==> config.mk <==
export PLATFORM = sky130hd
export DESIGN_NAME = result_accumulator
export DESIGN_NICKNAME = d
export VERILOG_FILES = /design/src/rtl/result_accumulator.sv
export SDC_FILE = /design/constraint.sdc
export NUM_CORES = 1
export LEC_CHECK = 0
export ABC_CLOCK_PERIOD_IN_PS = 5000
export BUFFER_PORTS_ARGS = -buffer_cell sky130_fd_sc_hd__clkbuf_2
export CAP_MARGIN = 20
export CORE_ASPECT_RATIO = 0.8
export CORE_UTILIZATION = 50
export CTS_CLUSTER_DIAMETER = 80
export CTS_CLUSTER_SIZE = 40
export DETAILED_ROUTE_END_ITERATION = 8
export PLACE_DENSITY = 0.77
export SYNTH_ARGS = -nofsm -noshare
export SYNTH_HDL_FRONTEND = slang
export SYNTH_SLANG_ARGS = --single-unit
==> constraint.sdc <==
create_clock -name clk -period 5 [get_ports clk]
set_input_delay 1 -clock clk [delete_from_list [all_inputs] [get_ports clk]]
set_output_delay 1 -clock clk [all_outputs]
set_load 0.005 [all_outputs]
==> src/rtl/result_accumulator.sv <==
// result_accumulator: per-channel frame reduction of signed partial sums with
// saturating accumulation, rounding shift, output saturation and sideband capture.
module result_accumulator #(
    parameter int CHANNELS            = 1,
    parameter int DATA_WIDTH_IN       = 16,
    parameter int FRACTIONAL_BITS_IN  = 12,
    parameter int DATA_WIDTH_OUT      = 16,
    parameter int FRACTIONAL_BITS_OUT = 12,
    parameter int ACC_WIDTH           = 24,
    parameter int ID_ENABLE           = 0,
    parameter int ID_WIDTH            = 8,
    parameter int DEST_ENABLE         = 0,
    parameter int DEST_WIDTH          = 8,
    parameter int USER_ENABLE         = 0,
    parameter int USER_WIDTH          = 1,
    parameter int KEEP_WIDTH          = (DATA_WIDTH_OUT + 7) / 8
) (
    input  logic                                clk,
    input  logic                                rst,
    input  logic [CHANNELS*DATA_WIDTH_IN-1:0]   s_axis_tdata,
    input  logic [CHANNELS-1:0]                 s_axis_tvalid,
    output logic [CHANNELS-1:0]                 s_axis_tready,
    input  logic [CHANNELS-1:0]                 s_axis_tlast,
    input  logic [CHANNELS*ID_WIDTH-1:0]        s_axis_tid,
    input  logic [CHANNELS*DEST_WIDTH-1:0]      s_axis_tdest,
    input  logic [CHANNELS*USER_WIDTH-1:0]      s_axis_tuser,
    output logic [CHANNELS*DATA_WIDTH_OUT-1:0]  m_axis_tdata,
    output logic [CHANNELS*KEEP_WIDTH-1:0]      m_axis_tkeep,
    output logic [CHANNELS-1:0]                 m_axis_tvalid,
    input  logic [CHANNELS-1:0]                 m_axis_tready,
    output logic [CHANNELS-1:0]                 m_axis_tlast,
    output logic [CHANNELS*ID_WIDTH-1:0]        m_axis_tid,
    output logic [CHANNELS*DEST_WIDTH-1:0]      m_axis_tdest,
    output logic [CHANNELS*USER_WIDTH-1:0]      m_axis_tuser,
    output logic [CHANNELS-1:0]                 err_overflow
);
    localparam int S  = FRACTIONAL_BITS_IN - FRACTIONAL_BITS_OUT;
    localparam int RW = ACC_WIDTH + 2 > DATA_WIDTH_OUT + 1 ? ACC_WIDTH + 2 : DATA_WIDTH_OUT + 1;
    localparam logic signed [RW-1:0] HALF = S > 0 ? RW'(1) << (S > 0 ? S - 1 : 0) : RW'(0);
    localparam logic signed [RW-1:0] OMAX = {{(RW-DATA_WIDTH_OUT+1){1'b0}}, {(DATA_WIDTH_OUT-1){1'b1}}};
    localparam logic signed [RW-1:0] OMIN = ~OMAX;
    localparam logic [ID_WIDTH-1:0]   ID_MASK   = {ID_WIDTH{ID_ENABLE != 0}};
    localparam logic [DEST_WIDTH-1:0] DEST_MASK = {DEST_WIDTH{DEST_ENABLE != 0}};
    localparam logic [USER_WIDTH-1:0] USER_MASK = {USER_WIDTH{USER_ENABLE != 0}};

    if (FRACTIONAL_BITS_OUT > FRACTIONAL_BITS_IN) begin : g_bad_frac
        $error("FRACTIONAL_BITS_OUT must not exceed FRACTIONAL_BITS_IN");
    end
    if (ACC_WIDTH < DATA_WIDTH_IN) begin : g_bad_acc
        $error("ACC_WIDTH must be at least DATA_WIDTH_IN");
    end

    assign m_axis_tkeep = '1;

    for (genvar g = 0; g < CHANNELS; g++) begin : g_ch
        logic [DATA_WIDTH_IN-1:0]  din;
        logic [ACC_WIDTH-1:0]      acc_q, acc_d, base, final_v;
        logic [ACC_WIDTH:0]        sum;
        logic signed [RW-1:0]      fx, rnd;
        logic [DATA_WIDTH_OUT-1:0] dat_q, dat_d, res;
        logic [ID_WIDTH-1:0]       id_q, id_d;
        logic [DEST_WIDTH-1:0]     dest_q, dest_d;
        logic [USER_WIDTH-1:0]     user_q, user_d;
        logic first_q, first_d, stk_q, stk_d, vld_q, vld_d, err_q, err_d;
        logic accept, load, ovf, osat, stk_eff;

        assign din              = s_axis_tdata[g*DATA_WIDTH_IN +: DATA_WIDTH_IN];
        assign s_axis_tready[g] = !vld_q || m_axis_tready[g];
        assign accept           = s_axis_tvalid[g] && s_axis_tready[g];
        assign load             = accept && s_axis_tlast[g];

        // The first beat of a frame adds onto zero, so it loads tdata directly.
        always_comb begin
            base    = first_q ? '0 : acc_q;
            sum     = {base[ACC_WIDTH-1], base} + {{(ACC_WIDTH-DATA_WIDTH_IN+1){din[DATA_WIDTH_IN-1]}}, din};
            ovf     = sum[ACC_WIDTH] != sum[ACC_WIDTH-1];
            final_v = ovf ? {sum[ACC_WIDTH], {(ACC_WIDTH-1){!sum[ACC_WIDTH]}}} : sum[ACC_WIDTH-1:0];
            fx      = {{(RW-ACC_WIDTH){final_v[ACC_WIDTH-1]}}, final_v};
            rnd     = (fx + HALF) >>> S;
            osat    = rnd > OMAX || rnd < OMIN;
            res     = osat ? {rnd[RW-1], {(DATA_WIDTH_OUT-1){!rnd[RW-1]}}} : rnd[DATA_WIDTH_OUT-1:0];
            stk_eff = (!first_q && stk_q) || ovf;
            acc_d   = accept && !s_axis_tlast[g] ? final_v : acc_q;
            first_d = accept ? s_axis_tlast[g] : first_q;
            stk_d   = accept ? !s_axis_tlast[g] && stk_eff : stk_q;
            vld_d   = load || (vld_q && !m_axis_tready[g]);
            dat_d   = load ? res : dat_q;
            err_d   = load && (stk_eff || osat);
            id_d    = load ? s_axis_tid[g*ID_WIDTH +: ID_WIDTH] & ID_MASK : id_q;
            dest_d  = load ? s_axis_tdest[g*DEST_WIDTH +: DEST_WIDTH] & DEST_MASK : dest_q;
            user_d  = load ? s_axis_tuser[g*USER_WIDTH +: USER_WIDTH] & USER_MASK : user_q;
        end

        always_ff @(posedge clk) begin
            if (!rst) begin
                acc_q   <= '0;
                first_q <= 1'b1;
                stk_q   <= 1'b0;
                vld_q   <= 1'b0;
                dat_q   <= '0;
                err_q   <= 1'b0;
                id_q    <= '0;
                dest_q  <= '0;
                user_q  <= '0;
            end else begin
                acc_q   <= acc_d;
                first_q <= first_d;
                stk_q   <= stk_d;
                vld_q   <= vld_d;
                dat_q   <= dat_d;
                err_q   <= err_d;
                id_q    <= id_d;
                dest_q  <= dest_d;
                user_q  <= user_d;
            end
        end

        assign m_axis_tdata[g*DATA_WIDTH_OUT +: DATA_WIDTH_OUT] = dat_q;
        assign m_axis_tvalid[g]                                 = vld_q;
        assign m_axis_tlast[g]                                  = vld_q;
        assign m_axis_tid[g*ID_WIDTH +: ID_WIDTH]               = id_q;
        assign m_axis_tdest[g*DEST_WIDTH +: DEST_WIDTH]         = dest_q;
        assign m_axis_tuser[g*USER_WIDTH +: USER_WIDTH]         = user_q;
        assign err_overflow[g]                                  = err_q;
    end
endmodule

* After elaboration in Yosys (flattened, before gate mapping)
Cells that the tools add are included.
Cells by class: add/subtract/negate cells 1, $mul 0, div/mod/pow operators 0, $lt $le $gt $ge 2, eq/ne operators 1, shifts and indexed selects 0, muxes and demuxes 3, bitwise gates (word level) 0, reductions and logical operators 18
Operator list (number):
- two-way mux 24 bit | 2
- adder 24 x 16 -> 25 bit | 1
- > comparator 24 x 16 -> 1 bit (second input constant) | 1
- less-than comparator 24 x 16 -> 1 bit (second input constant) | 1
- two-way mux 16 bit | 1
- logical AND 1 bit | 7
- logical NOT 1 bit | 6
- logical OR 1 bit | 5
- inequality test 1 bit | 1
Storage, ports and cells: register bits 44, bits in latches 0, bits in writable memories 0, memory bits (read-only) 0, input bits 38, output and inout port bits 39, logic and storage cells 31, memories 0

* Depth between registers and ports, before layout
word-level depth 8, depth in mapped cells 23, depth with buffers taken out 19

* Worst setup path before layout
No wires, ideal clock.
path type input-to-reg, start point input port s_axis_tdata[14], end point register g_ch[0].dat_q[11], in the netlist m_axis_tdata[11], data arrival time 4819 ps, required time 4918 ps, slack 99 ps, cell stages on the path 21, cell sequence ha_1 -> buf_2 -> a21oi_1 -> o21ai_1 -> a221oi_1 -> o21a_1 -> o21ai_0 -> a21o_1 -> a21oi_1 -> xnor2_1 -> ha_1 -> buf_2 -> clkinv_1 -> nand4_1 -> nor3_1 -> nor3_1 -> or4b_1 -> a211oi_2 -> o31ai_2 -> buf_6 -> a211oi_4
On the way: cells in the longest elaborated chain, start to end 6
Ends and longest elaborated chain:
- from (decl) | line 20 | input logic [CHANNELS*DATA_WIDTH_IN-1:0] s_axis_tdata,
- adder 24 x 16 -> 25 bit * | line 75 | sum = {base[ACC_WIDTH-1], base} + {{(ACC_WIDTH-DATA_WIDTH_IN+1){din[DATA_WIDTH_IN-1]}}, din};
- inequality test 1 bit or logical NOT 1 bit (tied branches) | line 76, 77
- two-way mux 24 bit * | line 77 | final_v = ovf ? {sum[ACC_WIDTH], {(ACC_WIDTH-1){!sum[ACC_WIDTH]}}} : sum[ACC_WIDTH-1:0];
- > comparator 24 x 16 -> 1 bit or less-than comparator 24 x 16 -> 1 bit (tied branches) | line 80 | osat = rnd > OMAX || rnd < OMIN;
- logical OR 1 bit | line 80
- two-way mux 16 bit * | line 81 | res = osat ? {rnd[RW-1], {(DATA_WIDTH_OUT-1){!rnd[RW-1]}}} : rnd[DATA_WIDTH_OUT-1:0];
- to (signal assigned) | line 110 | dat_q <= dat_d;
- to (decl) | line 60 | logic [DATA_WIDTH_OUT-1:0] dat_q, dat_d, res;
Mark *: on every way between the ends. The rest lies on a longest branch, timed or not. A chain may end at the register's enable or synchronous reset.

* Final worst setup path
start point input port s_axis_tdata[10], end point register g_ch[0].dat_q[6], in the netlist m_axis_tdata[6]
Same word-level chain as after synthesis.

==> out/qor.yml <==
outcome:
  status: "finished, final reports clean"
floorplan:
  dieArea_sq_mm: 0.00740
  die_w_um: 95.9
  coreArea_sq_mm: 0.00660
  std_cell_rows: 26
  initial_core_util: 0.534
  num_io_pins: 77
  die_y_um: 77.2
synth:
  synth_edf_count: 0
  ys_ff_latch: 44
  synth_cell_types: 61
  synthArstFlopShare: 0
  netlist_area_sq_mm: 0.00353
  syn_avg_cell_area_sq_um: 7.64
  ys_seq_area_frac: 0.250
  synth_ff_type: "dfxtp_1"
  ys_warn_count: 0
  synthCells: 462
pwr:
  p_clk_frac: 0.270
  power_density_mw_per_mm2: 242
  switching_share: 0.355
  power.share.combinational: 0.361
  power_frac_seq: 0.370
  vdd_drop_max_mv: 0.160
  p_int_w: 0.000684
  power.leakage_nw: 1.78
  p_switching_w: 0.000377
timing:
  timing.final.max_slew_violations: 0
  finalSetupViolCount: 0
  finClkSkew_ns: 0.0101
  relSlewSlack: 0.568
  fmax_mhz: 205
  hold_viol: 0
  min_period_ns: 4.87
  worst_pin_slew_ns: 0.641
  finalCritPeriodShare: 0.974
clock_network:
  cts_sinks: 44
  cts_tree: "done"
  root_buffer: "clkbuf_8"
  path_clk_slew_ns: 0.09
  h-tree-depth: 2
  clk_latency_ns: 0.31
  clockBufferDepth: 2
  cts_inserted_buffers: 5
critical_path:
  critical_path.top_delay_family: "compound AO/OA/AOI/OAI gates"
  crit_cells: 20
  required_ns: 5.22
  crit_path_end_kind: "flop"
  cp-start-kind: "primary input"
  worst_r2r_path_depth: 21
  cp_slowest_cell: "or4b_4"
  critical_path_buf_inv_count: 2
  crit_fanout: 8
  critPathKind: "primary input to flop"
  crit_chain: "clkbuf_2, ha_1, a21oi_2, o21ai_2, o311ai_4, o21a_1, o21ai_1, a21o_1, a21oi_2, xnor2_1, ha_2, nor2_1, a31oi_1, o21ai_1, nor3_2, or4b_4, a211oi_4, o31ai_4, clkbuf_16, a211oi_1"
  worstPathArrival_ns: 5.09
  cpPeakStageDelay_ns: 0.51
drt:
  drtIter0Drc: 197
  drt_pre_antenna_iters: 5
  vias_per_cell: 5.85
  vias: 3631
  routed_wl_um: 9910
  wl_per_cell_um: 16.0
  drt_drc_violations_left: 0
  antenna_left: 0
global_routing:
  grt_usage: 0.267
  grt_max_degree: 43
  grt_pass1_wl_um: 15700
  grt_pass1_vias: 3301
  antenna_found_initial: 0
  grt_remaining_overflow: 0
cells_and_area:
  area_delta_synth_final_pct: 24.2
  final_cell_mix: "62 x nor2_1, 52 x buf_4, 44 x dfxtp_1"
  multiInputGateArea_sq_mm: 0.00262
  layout_commonest_cell: "nor2_1"
  fin_area_sq_mm: 0.00438
  antenna_cells: 0
  ff_latch_area_sq_um: 881
  nFillCells: 559
  nets: 601
  drive_above_1_share: 0.294
  fin_util: 0.664
hold_path:
  hold_depth: 2
  hp-class: "flop to flop"
placed_design:
  dpl_cell_area_sq_mm: 0.00406
  gp_congestion: 0.923
  dpl.hpwl_um: 7020
  io_buffers: 40
run:
  cap_violations: 0
[cell families (layout without fill, tap and decap cells)]
kind of cell / Yosys count / in the layout / synth area share
and+or+nand+nor: 182 / 182 / 0.251
AOI/OAI and AO/OA: 138 / 138 / 0.271
buffers and inverters: 50 / 108 / 0.0808
DFF: 44 / 44 / 0.250
adders and majority gates: 27 / 27 / 0.0978
xor gates and xnor gates: 18 / 18 / 0.0447
other: 2 / 19 / 0.00213
muxes: 1 / 1 / 0.00319
[power by group through the flow]
| stage | logic, W | clock network, W | registers [W] |
|---|---|---|---|
| global placement | 0.000334 | 0 | 0.000398 |
| floorplan | 0.000233 | 0 | 0.000399 |
| global route | 0.000416 | 0.000302 | 0.000395 |
| detailed placement | 0.000344 | 0 | 0.000399 |
| CTS | 0.000347 | 0.000286 | 0.000391 |
| finish | 0.000383 | 0.000286 | 0.000392 |
[area by class of cell]
type,count,share of cell area
clock buffer,5,0.0157
multi-input combinational,385,0.598
inverter,5,0.00428
clock inverter,3,0.00971
tap,84,0.0240
timing repair buffer,95,0.148
sequential,44,0.201
[worst paths after layout]
check	from	end	slack, ns
max reg2reg	g_ch[0].first_q	m_axis_tdata[6]	0.23
max	s_axis_tdata[10]	m_axis_tdata[6]	0.13
min reg2reg	g_ch[0].acc_q[22]	g_ch[0].acc_q[22]	0.46
min	g_ch[0].acc_q[22]	g_ch[0].acc_q[22]	0.46
[flip-flops by register name, summed over array words and instances (netlist names)]
signal	count
g_ch.first_q	1
err_overflow	1
g_ch.acc_q	24
m_axis_tlast	1
m_axis_tdata	16
g_ch.stk_q	1
[worst reg2reg max path: cells and delay by family (launching register included)]
kind / cells / cell delay, ns
buffers and inverters: 2 / 0.39
AO/OA/AOI/OAI: 12 / 2.12
AND/OR/NAND/NOR: 4 / 1.10
XOR/XNOR: 1 / 0.10
flip-flops: 1 / 0.32
adder cells (fa/ha/maj): 2 / 0.65
[repair_timing]
item | 4_1_cts | 5_1_grt
gates resized for setup | 0 | 38
hold buffers | 0 | 0
setup endpoints to repair | 0 | 16
buffers inserted | 0 | 1
[per-stage QoR]
stage | power [W] | std cells | hold slack [ns] | TNS [ns] | setup WS, ns
2_1_floorplan | 0.000632 | 479 | 0.427 | 0 | 0.0991
3_3_place_gp | 0.000733 | 611 | 0.434 | -2.42 | -0.189
3_5_place_dp | 0.000743 | 611 | 0.450 | -3.46 | -0.260
4_1_cts | 0.00102 | 619 | 0.462 | 0 | 0.0229
5_1_grt | 0.00111 | 621 | 0.498 | -0.767 | -0.103
6_report | 0.00106 | 621 | 0.464 | 0 | 0.130
[routing by layer]
layer / part of all wire / GRT usage / up-vias
met2: 0.45 / 0.411 / 118
met3: 0.058 / 0.0427 / 16
met5: 0 / 0 / -
met1: 0.47 / 0.386 / 1720
met4: 0.016 / 0.0612 / 0
li1: - / - / 1777
[synthesized netlist by cell type, types with 2 or more instances]
cell	n	area share
o21ba_2	2	0.0057
a21o_1	2	0.0043
nand3_1	11	0.016
o31ai_1	2	0.0043
buf_6	2	0.0064
a211oi_1	20	0.043
o21ai_0	21	0.030
buf_2	6	0.0085
conb_1	2	0.0021
clkbuf_1	17	0.018
or3_1	3	0.0053
dfxtp_1	44	0.25
nand2b_1	4	0.0071
xnor2_1	12	0.030
nor2_1	63	0.067
o21a_1	2	0.0043
nor2b_1	24	0.043
xor2_1	6	0.015
a21oi_1	49	0.069
ha_1	26	0.092
nor3_1	8	0.011
a22oi_1	3	0.0064
or2_2	2	0.0035
buf_4	20	0.043
o21ai_1	5	0.0071
nand4_1	13	0.023
nand2_1	40	0.043
a211oi_2	10	0.035
o211ai_1	8	0.017
nand3b_1	2	0.0043
inv_1	3	0.0032
Power figures use the tool's default switching activity.
